[src/rtl/cpu_prog_loader.sv]
// rtl/cpu_prog_loader.sv - nibble-stream loader for the 4-bit CPU instruction store
// Accepts DEPTH program nibbles plus a checksum, then releases the CPU from reset.
module cpu_prog_loader #(
  parameter int DEPTH  = 8,
  parameter int ADDR_W = 3,
  parameter int DATA_W = 4
) (
  input  logic              clk,
  input  logic              rst,
  input  logic              load_start,
  input  logic              in_valid,
  input  logic [DATA_W-1:0] in_data,
  output logic              in_ready,
  input  logic [ADDR_W-1:0] rd_addr,
  output logic [DATA_W-1:0] rd_data,
  output logic              cpu_rstn,
  output logic              load_done,
  output logic              load_err,
  output logic [ADDR_W-1:0] wr_ptr
);

  typedef enum logic [2:0] {
    IDLE,
    LOAD,
    CHECK,
    RELEASE,
    RUN,
    ERR
  } state_t;

  state_t            state;
  state_t            state_nxt;
  logic [DATA_W-1:0] mem [DEPTH];
  logic [DATA_W-1:0] sum;
  logic              rel_cnt;
  logic              xfer;

  assign in_ready  = (state == LOAD) || (state == CHECK);
  assign cpu_rstn  = (state == RUN);
  assign load_done = (state == RUN);
  assign load_err  = (state == ERR);
  assign rd_data   = mem[rd_addr];

  // A restart request swallows any handshake presented in the same cycle.
  assign xfer = in_valid && in_ready && !load_start;

  always_comb begin
    state_nxt = state;
    if (load_start) begin
      state_nxt = LOAD;
    end else begin
      case (state)
        LOAD:    if (xfer && wr_ptr == ADDR_W'(DEPTH - 1)) state_nxt = CHECK;
        CHECK:   if (xfer) state_nxt = (in_data == sum) ? RELEASE : ERR;
        RELEASE: if (rel_cnt) state_nxt = RUN;
        default: state_nxt = state;
      endcase
    end
  end

  always_ff @(posedge clk) begin
    if (rst) begin
      state   <= IDLE;
      wr_ptr  <= '0;
      sum     <= '0;
      rel_cnt <= 1'b0;
      for (int i = 0; i < DEPTH; i++) mem[i] <= '0;
    end else begin
      state <= state_nxt;
      if (load_start) begin
        wr_ptr <= '0;
        sum    <= '0;
      end else if (xfer && state == LOAD) begin
        mem[wr_ptr] <= in_data;
        sum         <= sum + in_data;
        wr_ptr      <= wr_ptr + ADDR_W'(1);
      end
      // Cleared on entry so RELEASE always spans exactly two cycles.
      rel_cnt <= (state == RELEASE) ? ~rel_cnt : 1'b0;
    end
  end

endmodule

[config.mk]
export PLATFORM = sky130hd
export DESIGN_NAME = cpu_prog_loader
export DESIGN_NICKNAME = d
export VERILOG_FILES = /design/src/rtl/cpu_prog_loader.sv
export SDC_FILE = /design/constraint.sdc
export NUM_CORES = 1
export LEC_CHECK = 0
export CAP_MARGIN = 20
export CORE_ASPECT_RATIO = 0.6
export CORE_MARGIN = 5
export CORE_UTILIZATION = 60
export CTS_CLUSTER_SIZE = 16
export DETAILED_ROUTE_END_ITERATION = 10
export GPL_ROUTABILITY_DRIVEN = 0
export PLACE_DENSITY = 0.86
export SLEW_MARGIN = 20
export SYNTH_ARGS = -nofsm -noshare
export SYNTH_HDL_FRONTEND = slang
export SYNTH_SLANG_ARGS = --single-unit
[constraint.sdc]
create_clock -name clk -period 6.2 [get_ports clk]
set_input_delay 1.55 -clock clk [delete_from_list [all_inputs] [get_ports clk]]
set_output_delay 1.55 -clock clk [all_outputs]
set_load 0.05 [all_outputs]
==> metrics.md <==
| Metric | Value |
|---|---|
| I/O pin count | `22` |
| Fin. Hold Viols | `0` |
| Initial DRT Pass Iterations | `4` |
| Initial DRC count | `189` |
| Clock root buffer master | `clkbuf_8` |
| CP delay by family, top | `buffers and inverters` |
| Buf+Inv Stages, Crit Path | `2` |
| Type of origin of the critical path | `primary input` |
| Final std cells w/o fill | `244` |
| Synth Cell Area | `0.002151 mm²` |
| Post-CTS Setup Repair Bufs | `0` |
| H-tree depth | `2` |
| Multi-input gate area | `910.9 µm²` |
| Core footprint | `0.003343 mm²` |
| ANT nets after route | `0` |
| Diode count | `0` |
| Worst-path clk slew | `0.08 ns` |
| Die area | `0.004921 mm²` |
| DR WL/cell | `18.97 µm` |
| Initial antenna violation count | `0` |
| Row cnt | `16` |
| Worst setup EP type | `primary output` |
| Share of cells above drive strength 1 | `0.1407` |
| Pre-CTS WS | `0.6919 ns` |
| Skew final | `0.009474 ns` |
| Inst Count DP | `236` |
| Crit-path most repeated cell | `clkdlybuf4s50_1` |
| Max Cap Viol | `0` |
| Total number of vias | `1501` |
| DRC | `0` |
| Die X | `87.30 µm` |
| Worst EP arrival | `3.91 ns` |
| Global route total overflow | `0` |
| CP max-delay cell | `clkdlybuf4s50_1` |
| Final period util | `0.8810` |
| CP required | `4.65 ns` |
| Post-Syn Area per Cell | `11.95 µm²` |
| Clock Latency Late Sink | `0.29 ns` |
| Slew of the pin with the lowest slew margin | `0.5478 ns` |
| Pin count of the biggest net entering global routing | `16` |
| Slew Viols, Final | `0` |
| Reg area | `0.001181 mm²` |
| Post-synth cell types | `39` |
| Buffers on Ports | `21` |
| RSZ-0062 raised after global routing | `no` |
| First-pass GRT wire length | `7817 µm` |
| Fillcell total | `221` |
| Final setup fails | `0` |
| Final Core Density | `0.7332` |
| Post-DP HPWL | `3625 µm` |
| Post-CTS Hold Buffers | `0` |
| WS Path Type | `primary input to primary output` |
| Power Total | `0.0005509 W` |
| Worst-path cell chain | `clkdlybuf4s50_1 -> mux4_2 -> mux2_2 -> clkdlybuf4s50_1` |
| CTS Buf Count | `5` |
| Initial core utilization | `0.6433` |
| Setup WS post-layout | `0.7376 ns` |
| Outcome | `finished clean` |
| Gr usage total | `0.2118` |
| Vias/cell | `6.152` |
| Vias in the first global route | `1534` |
| CP Max Fanout | `8` |
| Tmin final | `5.462 ns` |
| Final wirelength | `4628 µm` |
| Syn Inst Count | `180` |
| Sum Neg Setup Slack | `0 ns` |
| Leakage | `0.8318 nW` |
| Nets | `215` |
| Post-synthesis sequential area ratio | `0.5492` |
| CTS max path bufs | `2` |
| Fmax | `183.1 MHz` |
| Yosys top cell area share | `0.4468` |
| Area Overhead vs Synth | `13.96%` |
| Post-synth net total | `197` |
| Synth Register Bits | `43` |
| Synth Warn # | `0` |
| Worst VDD drop | `0.1225 mV` |
| Height of the die | `56.38 µm` |
| CTS tree | `done` |
| CTS sink count | `43` |
| Slew margin rel. | `0.6340` |
| Area leader, netlist | `edfxtp_1` |
| Worst Hold Class | `flop to flop` |
| Largest cells by area after synthesis | `edfxtp_1, dfxtp_1, mux4_2, nor2_1, nand2_1` |
| CTS resizes | `0` |
| Worst stage delay on the critical path | `0.80 ns` |
| Pwr dens | `224.7 mW/mm²` |
==> final cells by class <==
cell class	instances	area share
Sequential cell	43	0.4819
Multi-Input combinational cell	124	0.3716
Timing Repair Buffer	21	0.08576
Clock buffer	7	0.03114
Tap cell	45	0.02297
Inverter	3	0.004594
Clock inverter	1	0.002042
==> kinds of logic (layout without fill, tap and decap cells) <==
group,after synthesis,after routing,synth area share
buffers and inverters,13,32,0.02734
adders and majority gates,6,6,0.03839
xor gates and xnor gates,3,3,0.01222
muxes,12,12,0.1047
and+or+nand+nor,78,78,0.1926
DFF,43,43,0.5492
AOI/OAI and AO/OA,25,25,0.07563
==> layout by cell type, fill, tap and decap left out, types with 2 or more instances in the layout <==
cell type / Yosys / routed
a21oi_1: 10 / 10
nor2_1: 37 / 37
dfxtp_1: 11 / 11
nand3b_2: 2 / 2
and3_1: 2 / 2
mux4_2: 8 / 8
o211ai_1: 2 / 2
ha_1: 5 / 5
o21bai_1: 8 / 8
inv_1: 3 / 3
xnor2_1: 3 / 3
clkdlybuf4s50_1: 0 / 21
and4bb_2: 2 / 2
nor2b_1: 2 / 2
nor3b_1: 2 / 2
nand2_1: 17 / 17
edfxtp_1: 32 / 32
mux2_2: 4 / 4
clkbuf_8: 0 / 5
or3_1: 3 / 3
clkbuf_1: 5 / 2
==> worst min-delay path, cell delays in order, from the launching register on <==
cell and delay [ns]:
dfxtp_1 0.32, nand2_1 0.05, a21oi_1 0.05
==> flip-flops by register name, summed over array words and instances (netlist names) <==
signal,cells
rel_cnt,1
sum,4
mem,32
wr_ptr,3
state,3
==> cells in the mapped netlist <==
| cell type | n |
|---|---|
| a31oi_1 | 1 |
| o21bai_1 | 8 |
| a311oi_1 | 1 |
| nand3b_2 | 2 |
| and2b_2 | 1 |
| nand3b_1 | 1 |
| dfxtp_1 | 11 |
| nor2_1 | 37 |
| nor3_1 | 1 |
| nor2b_1 | 2 |
| xnor2_1 | 3 |
| buf_4 | 2 |
| nand3b_4 | 1 |
| nand3_2 | 1 |
| ha_1 | 5 |
| and3b_2 | 1 |
| and4bb_2 | 2 |
| o211ai_1 | 2 |
| a21oi_1 | 10 |
| and3_1 | 2 |
| nor3b_4 | 1 |
| mux4_2 | 8 |
| buf_1 | 1 |
| o31ai_1 | 1 |
| nand3_1 | 1 |
| clkbuf_1 | 5 |
| or3_1 | 3 |
| or4_1 | 1 |
| inv_1 | 3 |
| nor4_1 | 1 |
| mux2_2 | 4 |
| fa_1 | 1 |
| nand2_1 | 17 |
| buf_2 | 2 |
| o21a_1 | 1 |
| a211oi_1 | 1 |
| edfxtp_1 | 32 |
| nor3b_1 | 2 |
| or2_2 | 1 |
==> stage by stage <==
| stage | area [µm²] | hold WS, ns |
|---|---|---|
| final | 2451 | 0.4711 |
| after global routing | 2451 | 0.5041 |
| after CTS | 2451 | 0.4732 |
| after detailed placement | 2370 | 0.4609 |
| after global placement | 2370 | 0.4482 |
| after floorplan | 2151 | 0.4400 |
==> per-layer routing <==
layer / global-route usage / routed length (µm) / vias up
met3: 0.05994 / 536 / 6
li1: - / - / 694
met5: 0 / 0 / -
met4: 0.05470 / 48 / 0
met1: 0.3014 / 1888 / 721
met2: 0.3187 / 2154 / 80
==> path summary, 6_finish.rpt <==
path | from | cells past startpoint | slack [ns] | end
hold / removal | sum[0]$_SDFFE_PP0P_ | 2 | 0.47 | sum[0]$_SDFFE_PP0P_
setup / recovery | rd_addr[0] | 4 | 0.74 | rd_data[1]
hold reg to reg | sum[0]$_SDFFE_PP0P_ | 2 | 0.47 | sum[0]$_SDFFE_PP0P_
setup reg to reg | state[2]$_SDFFE_PP0P_ | 4 | 3.99 | mem[7][0]$_SDFFCE_PN0P_
==> power by group <==
part           total [W]  switching (W)  internal (W)
Clock           0.000167      0.0000876     0.0000790
Sequential      0.000321     0.00000512      0.000316
Combinational  0.0000629      0.0000360     0.0000269
Total           0.000551       0.000129      0.000422
Note: power is estimated with default switching activity, not from simulation.
